--- src/rtl/uart_rx_frame.sv ---
// UART frame receiver: 16x-oversampled, LSB-first, with glitch reject, framing/parity/overrun flags.
// Optional even-parity bit is compiled in with `define UART_RX_PARITY_EN.
module uart_rx_frame #(
  parameter int DBITS = 3
) (
  input  logic             clk,
  input  logic             rst,
  input  logic             tick,
  input  logic             rx,
  input  logic             rd_ack,
  output logic [DBITS-1:0] dout,
  output logic             rx_done,
  output logic             valid,
  output logic             parity_o,
  output logic             parity_err,
  output logic             frame_err,
  output logic             overrun
);

  typedef enum logic [2:0] {
    ST_IDLE,
    ST_START,
    ST_DATA,
    ST_PARITY,
    ST_STOP
  } state_t;

  state_t           r_state;
  logic             r_sync1;
  logic             r_rxs;
  logic [3:0]       r_s_cnt;
  logic [2:0]       r_n_cnt;
  logic [DBITS-1:0] r_shift;
  logic [DBITS-1:0] r_dout;
  logic             r_rx_done;
  logic             r_valid;
  logic             r_frame_err;
  logic             r_overrun;

  logic [DBITS-1:0] w_shift_next;
  logic             w_last_bit;
  logic             w_mid_start;
  logic             w_bit_end;

  // The first bit shifted in ends up in bit 0 once DBITS bits have arrived.
  // NOTE: every signal written here gets a default first, so no latch is inferred.
  always_comb begin
    w_shift_next            = r_shift >> 1;
    w_shift_next[DBITS-1]   = r_rxs;
  end

  assign w_last_bit  = (r_n_cnt == 3'(DBITS - 1));
  assign w_mid_start = tick && (r_s_cnt == 4'd7);
  assign w_bit_end   = tick && (r_s_cnt == 4'd15);

  // rx is asynchronous; two flops before anything looks at it.
  // NOTE: sequential state uses <= so every flop samples pre-edge values.
  always_ff @(posedge clk) begin
    if (rst) begin
      r_sync1 <= 1'b1;
      r_rxs   <= 1'b1;
    end else begin
      r_sync1 <= rx;
      r_rxs   <= r_sync1;
    end
  end

`ifdef UART_RX_PARITY_EN
  logic r_par_bit;
  logic r_parity_o;
  logic r_parity_err;
`endif

  always_ff @(posedge clk) begin
    if (rst) begin
      r_state     <= ST_IDLE;
      r_s_cnt     <= 4'd0;
      r_n_cnt     <= 3'd0;
      r_shift     <= '0;
      r_dout      <= '0;
      r_rx_done   <= 1'b0;
      r_valid     <= 1'b0;
      r_frame_err <= 1'b0;
      r_overrun   <= 1'b0;
`ifdef UART_RX_PARITY_EN
      r_par_bit    <= 1'b0;
      r_parity_o   <= 1'b0;
      r_parity_err <= 1'b0;
`endif
    end else begin
      r_rx_done <= 1'b0;
      // A completing frame below overrides this clear.
      if (rd_ack) r_valid <= 1'b0;

      case (r_state)
        ST_IDLE: begin
          if (!r_rxs) begin
            r_state <= ST_START;
            r_s_cnt <= 4'd0;
          end
        end

        ST_START: begin
          if (w_mid_start) begin
            r_s_cnt <= 4'd0;
            r_n_cnt <= 3'd0;
            r_state <= r_rxs ? ST_IDLE : ST_DATA;
          end else if (tick) begin
            r_s_cnt <= r_s_cnt + 4'd1;
          end
        end

        ST_DATA: begin
          if (tick) r_s_cnt <= r_s_cnt + 4'd1;
          if (w_bit_end) begin
            r_shift <= w_shift_next;
            if (w_last_bit) begin
              r_n_cnt <= 3'd0;
`ifdef UART_RX_PARITY_EN
              r_state <= ST_PARITY;
`else
              r_state <= ST_STOP;
`endif
            end else begin
              r_n_cnt <= r_n_cnt + 3'd1;
            end
          end
        end

`ifdef UART_RX_PARITY_EN
        ST_PARITY: begin
          if (tick) r_s_cnt <= r_s_cnt + 4'd1;
          if (w_bit_end) begin
            r_par_bit <= r_rxs;
            r_state   <= ST_STOP;
          end
        end
`endif

        ST_STOP: begin
          if (tick) r_s_cnt <= r_s_cnt + 4'd1;
          // Leaving at mid-stop lets a back-to-back start bit be caught.
          if (w_bit_end) begin
            r_state     <= ST_IDLE;
            r_dout      <= r_shift;
            r_frame_err <= ~r_rxs;
            r_overrun   <= r_valid & ~rd_ack;
            r_valid     <= 1'b1;
            r_rx_done   <= 1'b1;
`ifdef UART_RX_PARITY_EN
            r_parity_o   <= r_par_bit;
            r_parity_err <= ^{r_shift, r_par_bit};
`endif
          end
        end

        default: r_state <= ST_IDLE;
      endcase
    end
  end

  assign dout      = r_dout;
  assign rx_done   = r_rx_done;
  assign valid     = r_valid;
  assign frame_err = r_frame_err;
  assign overrun   = r_overrun;

`ifdef UART_RX_PARITY_EN
  assign parity_o   = r_parity_o;
  assign parity_err = r_parity_err;
`else
  assign parity_o   = 1'b0;
  assign parity_err = 1'b0;
`endif

endmodule

--- config.mk ---
export PLATFORM = sky130hd
export DESIGN_NAME = uart_rx_frame
export DESIGN_NICKNAME = d
export VERILOG_FILES = /design/src/rtl/uart_rx_frame.sv
export SDC_FILE = /design/constraint.sdc
export NUM_CORES = 1
export LEC_CHECK = 0
export BUFFER_PORTS_ARGS = -buffer_cell sky130_fd_sc_hd__buf_2
export CAP_MARGIN = 0
export CORE_AREA = 4 4 51 53
export CTS_CLUSTER_DIAMETER = 30
export DETAILED_ROUTE_END_ITERATION = 8
export DIE_AREA = 0 0 55 57
export GPL_TIMING_DRIVEN = 1
export HOLD_SLACK_MARGIN = 0.06
export PLACE_DENSITY = 0.68
export SYNTH_ARGS = -nofsm -noshare
export SYNTH_HDL_FRONTEND = slang
export SYNTH_SLANG_ARGS = --single-unit
export TNS_END_PERCENT = 50
--- constraint.sdc ---
create_clock -name clk -period 3.45 [get_ports clk]
set_input_delay 0.69 -clock clk [delete_from_list [all_inputs] [get_ports clk]]
set_output_delay 0.69 -clock clk [all_outputs]
set_load 0.03 [all_outputs]
==> impl_metrics.env <==
export IMPL_worstSetupPathType="reg -> reg"
export IMPL_p_total_mw=0.4740
export IMPL_cp_cell_sequence="ha_1 > nand4_4 > or4b_4 > or2_1 > a21oi_2"
export IMPL_grt_pass1_vias=782
export IMPL_grt_pass1_wl_um=3353
export IMPL_fin_worst_skew_ps=1.954
export IMPL_finalSetupViolCount=0
export IMPL_synth_area_sq_mm=0.001036
export IMPL_switching_share=0.1960
export IMPL_post_route_period_util=0.5355
export IMPL_num_io_pins=14
export IMPL_final_nets=129
export IMPL_chipWidth_um=55
export IMPL_drcViolationCount=0
export IMPL_min_period_ps=1847
export IMPL_p_leak_nw=0.4459
export IMPL_ir_drop_uv=206.4
export IMPL_drv_cap=0
export IMPL_synth_ff_type="dfxtp_1"
export IMPL_r2r_slack_ps=1600
export IMPL_cts_resized_gates=0
export IMPL_hp_class="reg -> reg"
export IMPL_cts_tree="yes"
export IMPL_clk_pin_slew_ps=120
export IMPL_post_cts_buffers=0
export IMPL_synth_cells=115
export IMPL_cp_required_ps=3700
export IMPL_rr_worst_depth=5
export IMPL_crit_path_end_kind="flop"
export IMPL_portBuffers=11
export IMPL_holdBufCountCts=0
export IMPL_place_ws_ps=1446
export IMPL_crit_path_start="r_s_cnt[0]"
export IMPL_synth_edff_count=0
export IMPL_min_to="r_rxs"
export IMPL_ys_seq_area_frac=0.4251
export IMPL_p_int_mw=0.3811
export IMPL_cp_start_kind="flop"
export IMPL_critPathArrivalTime_ps=2100
export IMPL_timing_final_ws_setup_ps=1603
export IMPL_relSlewSlack=0.6230
export IMPL_grt_start_max_net_pins=19
export IMPL_numClockSinks=22
export IMPL_cts_buffers_inserted=3
export IMPL_drt_iter0_markers=23
export IMPL_clkPwrFrac=0.410
export IMPL_r2r_start="r_s_cnt[0]"
export IMPL_wl_per_cell_um=12.95
export IMPL_wl_um=1943
export IMPL_overflow=0
export IMPL_netlist_area_leader_share=0.4251
export IMPL_setup_tns_ps=0
export IMPL_reg2reg_to="overrun"
export IMPL_design_core_area_sq_mm=0.002148
export IMPL_dpl_cell_area_sq_mm=0.001081
export IMPL_n_antenna_cell=0
export IMPL_report_final_slew_viol_count=0
export IMPL_worstSkewPairLatency_ps=300
export IMPL_pwr_share_comb=0.041
export IMPL_die_y_um=57
export IMPL_first_pass_iters=4
export IMPL_fin_util=0.5277
export IMPL_max_slew_worst_pin_slew_ps=559.6
export IMPL_synth_common_cells="22 x dfxtp_1, 13 x nor2_1, 8 x nand2_1"
export IMPL_hold_slack_ps=431.5
export IMPL_critPathMaxStageDelay_ps=590
export IMPL_ant_nets=0
export IMPL_critPathMaxFanout=9
export IMPL_ys_seq_elements=22
export IMPL_cpMaxStageDelayCell="or4b_4"
export IMPL_clockRootBuffer="clkbuf_4"
export IMPL_async_reset_ff_frac=0
export IMPL_h_tree_depth=1
export IMPL_dp_cells=146
export IMPL_synth_most_common_cell="dfxtp_1"
export IMPL_holdPathStages=1
export IMPL_dp_hpwl_um=1416
export IMPL_die_area_sq_mm=0.003135
export IMPL_p_per_area_mw_per_mm2=418.2
export IMPL_seq_power_share=0.549
export IMPL_status="finished clean"
export IMPL_clockBufferDepth=2
export IMPL_grt_setup_unrepaired="false"
export IMPL_hold_start="r_sync1"
export IMPL_syn_area_per_cell_sq_um=9.009
export IMPL_yosys_area_top_type="dfxtp_1"
export IMPL_final_cell_count_no_fill=150
export IMPL_via_per_inst=5.320
export IMPL_synth_cell_types=41
export IMPL_vias=798
export IMPL_p_sw_mw=0.09292
export IMPL_final_area_sq_mm=0.001134
export IMPL_syn_to_final_growth_pct=9.421
export IMPL_synth_warnings=0
export IMPL_rows=17
export IMPL_antenna_found_initial=0
export IMPL_track_usage=0.1426
export IMPL_fmax_mhz=541.3
export IMPL_netlist_top_cells_area="dfxtp_1 43%, mux2i_1 4.8%, nor2_1 4.7%"
export IMPL_layout_drive_gt1_share=0.2213
export IMPL_start_util=0.4822
export IMPL_routabilityCongestion=0.8020
export IMPL_finalHoldViolCount=0
## registers in the layout (all words and copies together), names as in the netlist
name       count
r_s_cnt        4
dout           3
r_n_cnt        3
r_shift        3
r_state        3
frame_err      1
overrun        1
r_rxs          1
r_sync1        1
rx_done        1
valid          1
## how the worst max path moves through the flow
stage,end,slack (ps),cells past startpoint
after global placement,overrun,1480,5
after floorplan,overrun,1620,5
final,overrun,1600,5
after CTS,overrun,1590,5
after detailed placement,overrun,1450,5
after global routing,overrun,1480,5
## final cells by class
class / instances / area (sq um)
fill: 207 / 1015
multi-input combinational: 83 / 543.0
sequential: 22 / 440.4
timing repair buffer: 11 / 55.05
tap: 28 / 35.03
clock inverter: 1 / 30.03
clock buffer: 3 / 22.52
inverter: 2 / 7.507
## critical path: cells and delay by family (launching register included)
family	cells	cell delay, ps
simple gates	3	1020
flops	1	390
fa+ha+maj	1	280
compound gates	1	100
## metal layers
metal,GRT usage,part of all wire,vias up
met1,0.1842,0.48,369
li1,-,-,416
met3,0.02611,0.036,2
met4,0.06944,0.0072,0
met5,0,0,-
met2,0.2230,0.47,11
## power groups by stage
stage	registers, mW	logic (mW)	clock network, mW
floorplan	0.264	0.0178	0
global placement	0.266	0.0191	0
detailed placement	0.266	0.0197	0
CTS	0.260	0.0196	0.201
global route	0.261	0.0219	0.213
finish	0.260	0.0195	0.194
## layout by cell type, fill, tap and decap left out, drive strengths merged, types with 3 or more instances in the layout
master / Yosys / routed
a21oi: 8 / 8
o21ai: 6 / 6
nand2: 8 / 8
nand3: 3 / 3
nor2: 13 / 13
buf: 3 / 11
dfxtp: 22 / 22
clkbuf: 6 / 3
nand3b: 4 / 4
or2: 5 / 5
mux2i: 5 / 5
## cell families after synthesis
logic type	after synthesis	synth area share
AND/OR/NAND/NOR	48	0.2778
AO/OA/AOI/OAI	25	0.1618
flip-flops	22	0.4251
buffers and inverters	11	0.05434
multiplexers	5	0.04831
XOR/XNOR	2	0.01691
adder cells (fa/ha/maj)	1	0.01208
other	1	0.003620
Note: power is estimated with default switching activity, not from simulation.
